## config.mk

```make
export PLATFORM = sky130hd
export DESIGN_NAME = npu_stream_loader
export DESIGN_NICKNAME = d
export VERILOG_FILES = /design/src/rtl/npu_loader_pkg.sv /design/src/rtl/npu_word_packer.sv /design/src/rtl/npu_stream_loader.sv
export SDC_FILE = /design/constraint.sdc
export NUM_CORES = 1
export LEC_CHECK = 0
export CORE_MARGIN = 5
export CORE_UTILIZATION = 49
export DETAILED_ROUTE_END_ITERATION = 10
export PLACE_DENSITY_LB_ADDON = 0.3
export SYNTH_ARGS = -nofsm -noshare
export SYNTH_HDL_FRONTEND = slang
export SYNTH_SLANG_ARGS = --single-unit
```

## constraint.sdc

```tcl
create_clock -name clk -period 2.7 [get_ports clk]
set_input_delay 0.54 -clock clk [delete_from_list [all_inputs] [get_ports clk]]
set_output_delay 0.54 -clock clk [all_outputs]
set_load 0.005 [all_outputs]
```

## src/rtl/npu_loader_pkg.sv

```systemverilog
// Shared encodings for the NPU stream loader: section selects, control ops, FSM states.
// NPU_LOADER_CKSUM_EN adds the checksum state to the FSM.
package npu_loader_pkg;

  localparam logic [2:0] SEL_IMG  = 3'd0;
  localparam logic [2:0] SEL_WC1  = 3'd1;
  localparam logic [2:0] SEL_WC2  = 3'd2;
  localparam logic [2:0] SEL_FC1  = 3'd3;
  localparam logic [2:0] SEL_FC2  = 3'd4;
  localparam logic [2:0] SEL_CTRL = 3'd5;

  localparam logic [7:0] OP_RST     = 8'd0;
  localparam logic [7:0] OP_TRIGGER = 8'd1;
  localparam logic [7:0] OP_REQUIRE = 8'd2;

`ifdef NPU_LOADER_CKSUM_EN
  typedef enum logic [2:0] {StHdr, StPay, StOp, StRd, StRdWait, StResp, StCk} state_e;
`else
  typedef enum logic [2:0] {StHdr, StPay, StOp, StRd, StRdWait, StResp} state_e;
`endif

endpackage

```

## src/rtl/npu_word_packer.sv

```systemverilog
// Packs payload bytes little-endian into 32-bit words; emits a one-cycle write pulse
// with the finished word, zero-filling lanes not written before a section ends.
module npu_word_packer (
  input  logic        clk,
  input  logic        rst,
  input  logic [7:0]  data,
  input  logic        valid,
  input  logic        last,
  output logic [31:0] word,
  output logic        wr
);

  logic [1:0]  lane_q;
  logic [23:0] acc_q;
  logic [31:0] word_q;
  logic        wr_q;
  logic [31:0] merged;

  // acc_q is cleared after every word, so lanes above the current one are already zero
  always_comb begin
    merged = {8'h00, acc_q} | ({24'h000000, data} << {lane_q, 3'b000});
  end

  always_ff @(posedge clk) begin
    if (rst) begin
      lane_q <= 2'd0;
      acc_q  <= 24'h0;
      word_q <= 32'h0;
      wr_q   <= 1'b0;
    end else begin
      wr_q   <= 1'b0;
      word_q <= 32'h0;
      if (valid) begin
        if (lane_q == 2'd3 || last) begin
          word_q <= merged;
          wr_q   <= 1'b1;
          lane_q <= 2'd0;
          acc_q  <= 24'h0;
        end else begin
          acc_q  <= merged[23:0];
          lane_q <= lane_q + 2'd1;
        end
      end
    end
  end

  assign word = word_q;
  assign wr   = wr_q;

endmodule

```

## src/rtl/npu_stream_loader.sv

```systemverilog
// Host byte-stream to NPU write-port bridge with control ops and logit readback.
// Define NPU_LOADER_CKSUM_EN to require a mod-256 checksum byte after each payload section.
module npu_stream_loader
  import npu_loader_pkg::*;
#(
  parameter int unsigned IMG_BYTES = 240,
  parameter int unsigned WC_BYTES  = 90,
  parameter int unsigned FC1_BYTES = 1320,
  parameter int unsigned FC2_BYTES = 10,
  parameter int unsigned RD_LAT    = 1
) (
  input  logic        clk,
  input  logic        rst,
  input  logic        s_valid,
  output logic        s_ready,
  input  logic [7:0]  s_data,
  output logic        ena,
  output logic        wea,
  output logic [15:0] addra,
  output logic [31:0] dina,
  input  logic [31:0] douta,
  output logic        m_valid,
  input  logic        m_ready,
  output logic [31:0] m_data,
  output logic        busy,
  output logic [1:0]  err
);

  function automatic logic [11:0] sec_len(input logic [2:0] sel);
    case (sel)
      SEL_IMG:          sec_len = 12'(IMG_BYTES);
      SEL_WC1, SEL_WC2: sec_len = 12'(WC_BYTES);
      SEL_FC1:          sec_len = 12'(FC1_BYTES);
      SEL_FC2:          sec_len = 12'(FC2_BYTES);
      default:          sec_len = 12'd0;
    endcase
  endfunction

  state_e      state_q;
  logic [2:0]  sel_q;
  logic [11:0] len_q;
  logic [11:0] cnt_q;
  logic [1:0]  lat_q;
  logic        ena_q;
  logic        wea_q;
  logic [15:0] addra_q;
  logic        m_valid_q;
  logic [31:0] m_data_q;
  logic        err_hdr_q;
`ifdef NPU_LOADER_CKSUM_EN
  logic [7:0]  sum_q;
  logic        err_ck_q;
`endif

  logic        acc;
  logic        pay_acc;
  logic        pay_last;
  logic [31:0] pk_word;
  logic        pk_wr;

  assign s_ready  = !(state_q == StRd || state_q == StRdWait || state_q == StResp);
  assign acc      = s_valid && s_ready;
  assign pay_acc  = acc && (state_q == StPay);
  assign pay_last = (cnt_q == len_q - 12'd1);

  npu_word_packer u_packer (
    .clk   (clk),
    .rst   (rst),
    .data  (s_data),
    .valid (pay_acc),
    .last  (pay_last),
    .word  (pk_word),
    .wr    (pk_wr)
  );

  always_ff @(posedge clk) begin
    if (rst) begin
      state_q   <= StHdr;
      sel_q     <= 3'd0;
      len_q     <= 12'd0;
      cnt_q     <= 12'd0;
      lat_q     <= 2'd0;
      ena_q     <= 1'b0;
      wea_q     <= 1'b0;
      addra_q   <= 16'h0;
      m_valid_q <= 1'b0;
      m_data_q  <= 32'h0;
      err_hdr_q <= 1'b0;
`ifdef NPU_LOADER_CKSUM_EN
      sum_q     <= 8'h0;
      err_ck_q  <= 1'b0;
`endif
    end else begin
      ena_q <= 1'b0;
      wea_q <= 1'b0;
      unique case (state_q)
        StHdr: if (acc) begin
          if (s_data[2:0] <= SEL_FC2) begin
            sel_q   <= s_data[2:0];
            len_q   <= sec_len(s_data[2:0]);
            cnt_q   <= 12'd0;
`ifdef NPU_LOADER_CKSUM_EN
            sum_q   <= 8'h0;
`endif
            state_q <= StPay;
          end else if (s_data[2:0] == SEL_CTRL) begin
            state_q <= StOp;
          end else begin
            err_hdr_q <= 1'b1;
          end
        end
        StPay: if (acc) begin
          cnt_q <= cnt_q + 12'd1;
`ifdef NPU_LOADER_CKSUM_EN
          sum_q <= sum_q + s_data;
`endif
          // The packer issues the write strobe; the word index is the byte count / 4
          if (pay_last || cnt_q[1:0] == 2'd3) begin
            addra_q <= {1'b0, sel_q, 2'b00, cnt_q[11:2]};
          end
          if (pay_last) begin
`ifdef NPU_LOADER_CKSUM_EN
            state_q <= StCk;
`else
            state_q <= StHdr;
`endif
          end
        end
        StOp: if (acc) begin
          if (s_data == OP_RST || s_data == OP_TRIGGER) begin
            ena_q   <= 1'b1;
            wea_q   <= 1'b1;
            addra_q <= {1'b0, SEL_CTRL, 4'h0, s_data};
            state_q <= StHdr;
          end else if (s_data == OP_REQUIRE) begin
            ena_q   <= 1'b1;
            addra_q <= {1'b0, SEL_CTRL, 4'h0, OP_REQUIRE};
            state_q <= StRd;
          end else begin
            state_q <= StHdr;
          end
        end
        StRd: begin
          lat_q   <= 2'd1;
          state_q <= StRdWait;
        end
        StRdWait: begin
          if (lat_q == 2'(RD_LAT)) begin
            m_data_q  <= douta;
            m_valid_q <= 1'b1;
            state_q   <= StResp;
          end else begin
            lat_q <= lat_q + 2'd1;
          end
        end
        StResp: if (m_ready) begin
          m_valid_q <= 1'b0;
          state_q   <= StHdr;
        end
`ifdef NPU_LOADER_CKSUM_EN
        StCk: if (acc) begin
          if (s_data != sum_q) err_ck_q <= 1'b1;
          state_q <= StHdr;
        end
`endif
        default: state_q <= StHdr;
      endcase
    end
  end

  assign ena     = ena_q | pk_wr;
  assign wea     = wea_q | pk_wr;
  assign addra   = addra_q;
  assign dina    = pk_word;
  assign m_valid = m_valid_q;
  assign m_data  = m_data_q;
  assign busy    = (state_q != StHdr);
`ifdef NPU_LOADER_CKSUM_EN
  assign err     = {err_ck_q, err_hdr_q};
`else
  assign err     = {1'b0, err_hdr_q};
`endif

endmodule

```

======== Yosys cells after proc, flatten, opt, wreduce, memory -nomap -nowiden ========
Cells that the tools add are included.
storage, ports and cells
  output and inout bits ................... 87
  logic and storage cells ................. 118
  flip-flop bits (word level) ............. 143
  input bits .............................. 44
cells by class
  reduce and logical (&&, ||, !) cells .... 28
  multiplexer cells ....................... 33
  equal/unequal tests ..................... 27
  bitwise operators ....................... 9
  magnitude comparators ................... 1
  $add $sub $neg .......................... 4
  shift-type cells ........................ 1
operator list
  cell                                                 count
  2-to-1 mux 16 bit                                    5
  one-hot mux 11 bit (4 select lines)                  1
  2-to-1 mux 12 bit                                    3
  bitwise OR 24 x 32 -> 32 bit                         1
  one-hot mux 16 bit (2 select lines)                  1
  left shift 8 x 5 -> 32 bit                           1
  2-to-1 mux 24 bit                                    1
  2-to-1 mux 3 bit                                     8
  one-hot mux 12 bit (2 select lines)                  1
  one-hot mux 3 bit (6 select lines)                   1
  inequality test 2 bit, second input constant         7
  adder 12 x 1 -> 12 bit, second input constant        1
  equality test 12 bit                                 1
  equality test 3 x 2 -> 1 bit, second input constant  4
  equality test 3 bit, second input constant           4
  subtractor 12 x 1 -> 12 bit, second input constant   1
  equality test 8 x 1 -> 1 bit, second input constant  1
  equality test 8 x 2 -> 1 bit, second input constant  1
  zero test 8 bit                                      1
  2-to-1 mux 2 bit                                     4
  AND reduction 4 bit                                  2
  nonzero test 2 bit                                   4
  AND reduction 7 bit                                  1
  equality test 3 x 1 -> 1 bit, second input constant  2
  21 further kinds                                     46

======== Longest topological paths before layout ========
Gate-level depths: netlist of run 1.
  depth after elaboration ................. 8
  depth in mapped cells ................... 9
  gate-level depth less buffers ........... 8

======== Cells and area by module ========
A second synthesis of run 1 with hierarchy kept.
second synthesis, totals
  cells, all modules ...................... 642
  area, all modules ....................... 5719.2 sq um
modules (own cells, without submodules)
  module             cells each  area an instance (sq um)  seq. area each (sq um)  times used
  npu_stream_loader  419         3355.7                    1501.4                  1
  npu_word_packer    223         2363.5                    1181.1                  1

======== Worst setup path before layout of run 1 ========
Ideal clock, no wire load.
  kind .................................... reg-to-reg
  from .................................... reg len_q[1]
  to ...................................... reg u_packer.acc_q[4]
  setup time .............................. 0.114 ns
  arrival time ............................ 2.022 ns
  period minus slack after synthesis ...... 2.136 ns
  data required time ...................... 2.586 ns
  cell stages (with the launch flop) ...... 10
  path slack .............................. 0.564 ns
  buffers on the path ..................... 1
  cells stage by stage .................... dfxtp_1 -> inv_1 -> ha_1 -> xnor2_1 -> xnor2_1 -> nor4_4 -> a31oi_4 -> o21ai_4 -> buf_6 -> nor2_1
on the way
  cells in the longest elaborated chain, start to end .. 4
ends and longest elaborated chain
  item                         RTL line                  source
  start, declared              npu_stream_loader.sv:41   logic [11:0] len_q;
  start signal, assigned       npu_stream_loader.sv:100  len_q <= sec_len(s_data[2:0]);
  subtractor 12 x 1 -> 12 bit  npu_stream_loader.sv:64   assign pay_last = (cnt_q == len_q - 12'd1);
  equality test 12 bit         npu_stream_loader.sv:64
  logical OR 1 bit             npu_word_packer.sv:34     if (lane_q == 2'd3 || last) begin
  2-to-1 mux 24 bit            npu_word_packer.sv:34
  end signal, assigned         npu_word_packer.sv:40     acc_q <= merged[23:0];
  end, declared                npu_word_packer.sv:14     logic [23:0] acc_q;
Every way passes these cells.
A chain may end at the register's enable or synchronous reset.

======== Worst setup path in the final report of run 1 ========
  from .................................... reg len_q[1]
  to ...................................... reg u_packer.word_q[3], in the netlist u_packer.word[3]
on the way
  cells in the longest elaborated chain, start to end .. 5
ends and longest elaborated chain
  item                                 RTL line                 source
  subtractor 12 x 1 -> 12 bit          npu_stream_loader.sv:64
  equality test 12 bit                 npu_stream_loader.sv:64
  logical OR 1 bit                     npu_word_packer.sv:34
  NOT 1 bit (no source line)           n/a
  OR reduction 3 bit (no source line)  n/a
  end signal, assigned                 npu_word_packer.sv:35    word_q <= merged;
  end, declared                        npu_word_packer.sv:15    logic [31:0] word_q;
Every way passes these cells.

==> results.cfg, run 1 <==
[status]
status = complete, no violations

[layout]
drive_above_1_share_pct = 12.72
register_area_mm2 = 0.002684
area_growth_pct = 37.88
nets = 766
fillCellCount = 860
instances_no_fill = 871
antennaDiodeCount = 0
multi_input_area_mm2 = 0.002435

[place]
place_worst_setup_slack_ns = 0.01083
numPortBuffers = 126
dp_cells = 838
gp_congestion = 0.8415
hpwl_um = 9549

[yosys]
netlist.area_leader.share_pct = 50.01
synth_edf_count = 0
postSynthAreaPerCell_um2 = 9.061
synth_area_mm2 = 0.005364
synthCells = 592
synth_cell_type_count = 58
synth_flop_cell = dfxtp_1
synth_area_leaders = dfxtp_1 50%, a21oi_1 9.0%, nand2_1 5.4%
synthArstFlopShare_pct = 0
synth-seq-area-share_pct = 50.01
yosysTopAreaCell = dfxtp_1
yosys_warnings = 0
synth_seq_cells = 134

[global_routing]
grt_usage_pct = 21.54
grt_max_degree = 45
grt_pass1_vias = 4715
grt_overflow_total = 0
grt_pass1_wl_um = 22590
antenna_found_initial = 0

[detailed_routing]
first_pass_iters = 5
drtIter0Drc = 220
via_per_inst = 5.437
totalWireLength_um = 13730
detail-route-antenna-nets = 0
wl_per_cell_um = 15.77
vias = 4736
post-route-drc-count = 0

[timing]
relSlewSlack_pct = 56.67
period_needed_ns = 2.552
worst_pin_slew_ns = 0.6486
fin_skew_ns = 0.007621
hold_viol = 0
setup-tns-final_ns = 0
holdWs_ns = 0.4031
clock.fmax_mhz = 391.9
fin_ws_ns = 0.1481
fin_crit_sh_pct = 94.51
setup_viol = 0
slew_viol_final = 0
grt_setup_unrepaired = no

[clocking]
ctsHoldBuffers = 0
cts_sinks = 134
h-tree-depth = 4
cts_root_buf = clkbuf_8
clk_pin_slew_ns = 0.06
cts_tree = yes
clk_path_buf_depth = 2
cts_buffers = 17
clk_latency_ns = 0.51

[setup_path]
path_max_fanout = 21
cp_slowest_cell = dfxtp_1
r2r-end = u_packer.word[3]$_SDFF_PP0_
cp.required_ns = 3.09
path_cells = inv_1 -> ha_1 -> xor2_1 -> o211ai_1 -> nor4_4 -> buf_4 -> a31oi_4 -> buf_4 -> nor4_1
cpPeakStageDelay_ns = 0.48
critical_path_arrival_ns = 2.94
regToRegSetupSlack_ns = 0.15
worstRegToRegCells = 9
cpMostUsedCell = buf_4
critPathKind = flip-flop to flip-flop
reg2reg_from = len_q[1]$_SDFFE_PP0P_
end_kind = flip-flop
start_kind = flip-flop

[min_path]
whs_path_depth = 2
hold-path-endpoint = sel_q[1]$_SDFFE_PP0P_
hold_path_class = primary input to flip-flop
hp-start = rst

[floorplanning]
row_count = 38
coreArea_mm2 = 0.01079
die_w_um = 114.6
die_area_mm2 = 0.01314
die_h_um = 114.6
start_util_pct = 49.70
io_pins = 131

[power]
p_total_mw = 4.947
p_leak_nw = 2.629
peakVddDrop_mv = 0.4212
powerDensity_mw_per_mm2 = 668.9

[flow_run]
max_cap_viol_count = 0
state kept, by name (all words and copies together), names as in the netlist, 3 cells and up:
| name | cells |
|---|---|
| addra | 13 |
| u_packer.word | 32 |
| len_q | 6 |
| sel_q | 3 |
| state_q | 3 |
| u_packer.acc_q | 24 |
| cnt_q | 12 |
| m_data | 32 |
layer usage:
metal / up-vias / wire length [µm] / global-route usage (%)
met3: 20 / 1340 / 8.140
met2: 181 / 6524 / 35.12
met1: 2228 / 5620 / 25.94
met4: 0 / 246 / 7.759
li1: 2307 / - / -
met5: - / 0 / 0
per-stage QoR:
step,util [%],instance area [µm²]
2_1_floorplan,-,5375
3_3_place_gp,62.50,6745
3_5_place_dp,62.50,6745
4_1_cts,68.42,7385
5_1_grt,68.53,7396
6_report,68.53,7396
critical path, delay by kind of cell (launching register included):
kind	cells	cell delay, ns
adder cells (fa/ha/maj)	1	0.31
flip-flops	1	0.48
XOR/XNOR	1	0.13
buffers and inverters	3	0.58
AND/OR/NAND/NOR	2	0.64
AO/OA/AOI/OAI	2	0.30
cells in the mapped netlist (all sizes together), types with 3 or more instances:
| cell | n |
|---|---|
| xnor2 | 11 |
| nor4b | 5 |
| dfxtp | 134 |
| xor2 | 8 |
| nor4 | 27 |
| or3 | 3 |
| nor2 | 60 |
| a22o | 9 |
| nand4 | 3 |
| or2 | 4 |
| clkbuf | 30 |
| nor3 | 13 |
| buf | 15 |
| nor2b | 5 |
| nand2b | 3 |
| nand2 | 77 |
| a21oi | 96 |
| nand3b | 3 |
| ha | 4 |
| and2 | 5 |
| nand3 | 7 |
| mux2i | 4 |
| and3 | 14 |
| a211oi | 5 |
| inv | 9 |
| o21ai | 13 |
logic make-up after synthesis:
logic type / Yosys count / share of synthesized area, %
buf+inv: 54 / 4.852
fa+ha+maj: 4 / 0.9331
xor+xnor: 19 / 3.102
mux: 4 / 0.7465
other cells: 1 / 0.06991
simple gates: 235 / 24.19
flops: 134 / 50.01
compound gates: 141 / 16.10
placed cells by master, fill, tap and decap left out, drive strengths merged, types with 2 or more instances in the layout:
cell type      Yosys  routed
dfxtp            134     134
clkdlybuf4s50      0     125
a21oi             96      96
nand2             77      77
nor2              60      60
nor4              27      27
buf               15      24
clkbuf            30      22
and3              14      14
o21ai             13      13
nor3              13      13
xnor2             11      11
inv                9      10
a22o               9       9
xor2               8       8
nand3              7       7
nor2b              5       5
nor4b              5       5
and2               5       5
a211oi             5       5
mux2i              4       4
ha                 4       4
conb               1       4
bufinv             0       4
or2                4       4
or3                3       3
nand2b             3       3
nand3b             3       3
nand4              3       3
clkinv             0       3
nor3b              2       2
o211ai             2       2
a41oi              2       2
a22oi              2       2
and4               2       2
o221a              2       2
o32ai              2       2
clkinvlp           0       2
a31oi              2       2
final cells by class:
cell class,count,area share (%)
flip-flops and latches,134,36.29
multi-input cells,407,32.92
repair buffers,149,19.32
clock buffers,22,6.395
well taps,140,2.368
clock inverters,10,2.250
inverters,9,0.4568
worst max path at each step:
stage               cells past startpoint               startpoint                        endpoint  slack (ns)
floorplan                               9    len_q[1]$_SDFFE_PP0P_  u_packer.acc_q[4]$_SDFFE_PP0P_        0.56
global placement                        7                s_data[3]           addra[7]$_SDFFE_PP0P_        0.09
detailed placement                      7                s_data[3]          addra[13]$_SDFFE_PP0P_        0.01
CTS                                     3  state_q[1]$_SDFFE_PP0P_                         s_ready        0.07
global route                            9    len_q[1]$_SDFFE_PP0P_     u_packer.word[3]$_SDFF_PP0_        0.02
finish                                  9    len_q[1]$_SDFFE_PP0P_     u_packer.word[3]$_SDFF_PP0_        0.15
what timing repair did:
item | CTS | global route
resized for setup | 0 | 2
endpoints found under the setup margin | 0 | 4
hold endpoints to repair | 0 | 0
buffers inserted | 0 | 1
report_power, final:
| part | total (mW) | internal, mW | leakage, nW | switching [mW] |
|---|---|---|---|---|
| Clock | 2.43 | 1.60 | 0.308 | 0.830 |
| Combinational | 0.453 | 0.200 | 1.24 | 0.254 |
| Sequential | 2.06 | 2.01 | 1.08 | 0.0498 |
| Total | 4.95 | 3.81 | 2.63 | 1.13 |
Note: power is estimated with default switching activity, not from simulation.
==> run 2, diff against run 1 <==
--- a/config.mk
+++ b/config.mk
@@ -5,10 +5,13 @@
 export SDC_FILE = /design/constraint.sdc
 export NUM_CORES = 1
 export LEC_CHECK = 0
+export CAP_MARGIN = 20
+export CORE_ASPECT_RATIO = 0.5
 export CORE_MARGIN = 5
 export CORE_UTILIZATION = 49
 export DETAILED_ROUTE_END_ITERATION = 10
 export PLACE_DENSITY_LB_ADDON = 0.3
+export REMOVE_ABC_BUFFERS = 1
 export SYNTH_ARGS = -nofsm -noshare
 export SYNTH_HDL_FRONTEND = slang
 export SYNTH_SLANG_ARGS = --single-unit
==> results.cfg, run 2 (synthesis gave the netlist of run 1 again) <==
[flow_run]
max_cap_viol_count = 0

[setup_path]
end_kind = output port
cpPeakStageDelay_ns = 0.60
critPathBufInv = 1
reg2reg_from = len_q[1]$_SDFFE_PP0P_
regToRegSetupSlack_ns = 0.21
start_kind = flip-flop
critical_path_arrival_ns = 1.98
crit_start = state_q[1]$_SDFFE_PP0P_
worstRegToRegCells = 8
cp.required_ns = 2.16
critPathKind = flip-flop to output port
path_cells = nor2b_1 -> a21oi_1 -> clkdlybuf4s50_1
cp_slowest_cell = dfxtp_1
path_max_fanout = 15
r2r-end = addra[13]$_SDFFE_PP0P_
cp_top_family = flip-flops
path_depth = 3

[power]
peakVddDrop_mv = 0.4502
powerDensity_mw_per_mm2 = 646.2
p_leak_nw = 2.599

[layout]
fin_util_pct = 67.81
antennaDiodeCount = 0
area_growth_pct = 37.09
instances_no_fill = 875
fillCellCount = 849
final_common_cell = dfxtp_1
nets = 765
drive_above_1_share_pct = 12.33
layout_common_cells = 134 x dfxtp_1, 125 x clkdlybuf4s50_1, 96 x a21oi_1, 77 x nand2_1, 60 x nor2_1

[detailed_routing]
wl_per_cell_um = 15.49
detail-route-antenna-nets = 0
first_pass_iters = 5
vias = 4766
drtIter0Drc = 289
via_per_inst = 5.447
totalWireLength_um = 13560
post-route-drc-count = 0

[place]
dp_cells = 843
hpwl_um = 9310
gp_congestion = 0.8448
numPortBuffers = 126

[global_routing]
grt_pass1_vias = 4450
grt_pass1_wl_um = 21920
antenna_found_initial = 0
grt_usage_pct = 20.21
grt_max_degree = 33
grt_overflow_total = 0

[floorplanning]
coreArea_mm2 = 0.01084
die_h_um = 83.98
row_count = 27
start_util_pct = 49.46
io_pins = 131
die_area_mm2 = 0.01327
die_w_um = 158.0

[clocking]
cts_sinks = 134
cts_root_buf = clkbuf_16
clk_latency_ns = 0.40
ctsHoldBuffers = 0
cts_setup_buffers = 0
cts_buffers = 17
clk_pin_slew_ns = 0.06
cts_resized = 0
cts_tree = yes
h-tree-depth = 4
clk_path_buf_depth = 2

[timing]
setup-tns-final_ns = 0
fin_skew_ns = 0.006205
relSlewSlack_pct = 57.34
holdWs_ns = 0.4517
setup_viol = 0
hold_viol = 0
fin_crit_sh_pct = 93.24
slew_viol_final = 0
period_needed_ns = 2.517
clock.fmax_mhz = 397.2
grt_setup_unrepaired = no
worst_pin_slew_ns = 0.6365

[min_path]
hold_path_class = flip-flop to flip-flop
hold-path-endpoint = m_data[25]$_SDFFE_PP0P_
hp-start = m_data[25]$_SDFFE_PP0P_
whs_path_depth = 2

[status]
status = complete, no violations
run 2: cell types whose count changed in the layout (fill, tap and decap cells not counted), sizes merged:
| cell | change |
|---|---|
| inv | +1 |
| bufinv | -3 |
| clkinvlp | +2 |
| buf | -1 |
| clkinv | -1 |
| clkbuf | +1 |
run 2: worst reg2reg max path: stages, from the launching register on:
cell and delay, ns:
dfxtp_1 0.47, inv_1 0.10, ha_1 0.22, xnor2_1 0.14
xnor2_1 0.17, nor4_4 0.41, nand3_2 0.19, a211oi_4 0.52
a22o_1 0.21
run 2: how the worst max path moves through the flow:
| stage | endpoint |
|---|---|
| floorplan | u_packer.acc_q[0]$_SDFFE_PP0P_ |
| global placement | addra[3]$_SDFFE_PP0P_ |
| detailed placement | addra[13]$_SDFFE_PP0P_ |
| finish | s_ready |
| global route | u_packer.word[19]$_SDFF_PP0_ |
| CTS | s_ready |
run 2: cell type report:
cell class	instances	area, µm²	share of cell area (%)
clock inverters	9	91.34	1.242
repair buffers	148	1434	19.50
well taps	145	181.4	2.467
flip-flops and latches	134	2683	36.48
inverters	9	33.78	0.4594
multi-input cells	407	2432	33.08
clock buffers	23	498.0	6.772
run 2: report_power, final:
part           switching [mW]  internal [mW]
clock                   0.842           1.40
combinational           0.252          0.202
sequential             0.0492           2.01
total                    1.14           3.61
run 2: metrics by stage:
stage	instance area, µm²	setup slack, ns	total power, mW
6_report	7353	0.1825	4.751
5_1_grt	7353	0.04838	4.936
4_1_cts	7353	0.1786	4.786
3_5_place_dp	6764	0.05200	2.547
3_3_place_gp	6764	0.1091	2.536
2_1_floorplan	5149	0.2346	2.335
run 2: routing by layer:
metal	GRT usage (%)	routed length (µm)	vias to the layer above
met1	26.50	5946	2248
met2	32.23	6174	185
met5	0	0	-
li1	-	-	2314
met4	5.650	187	0
met3	6.266	1248	19
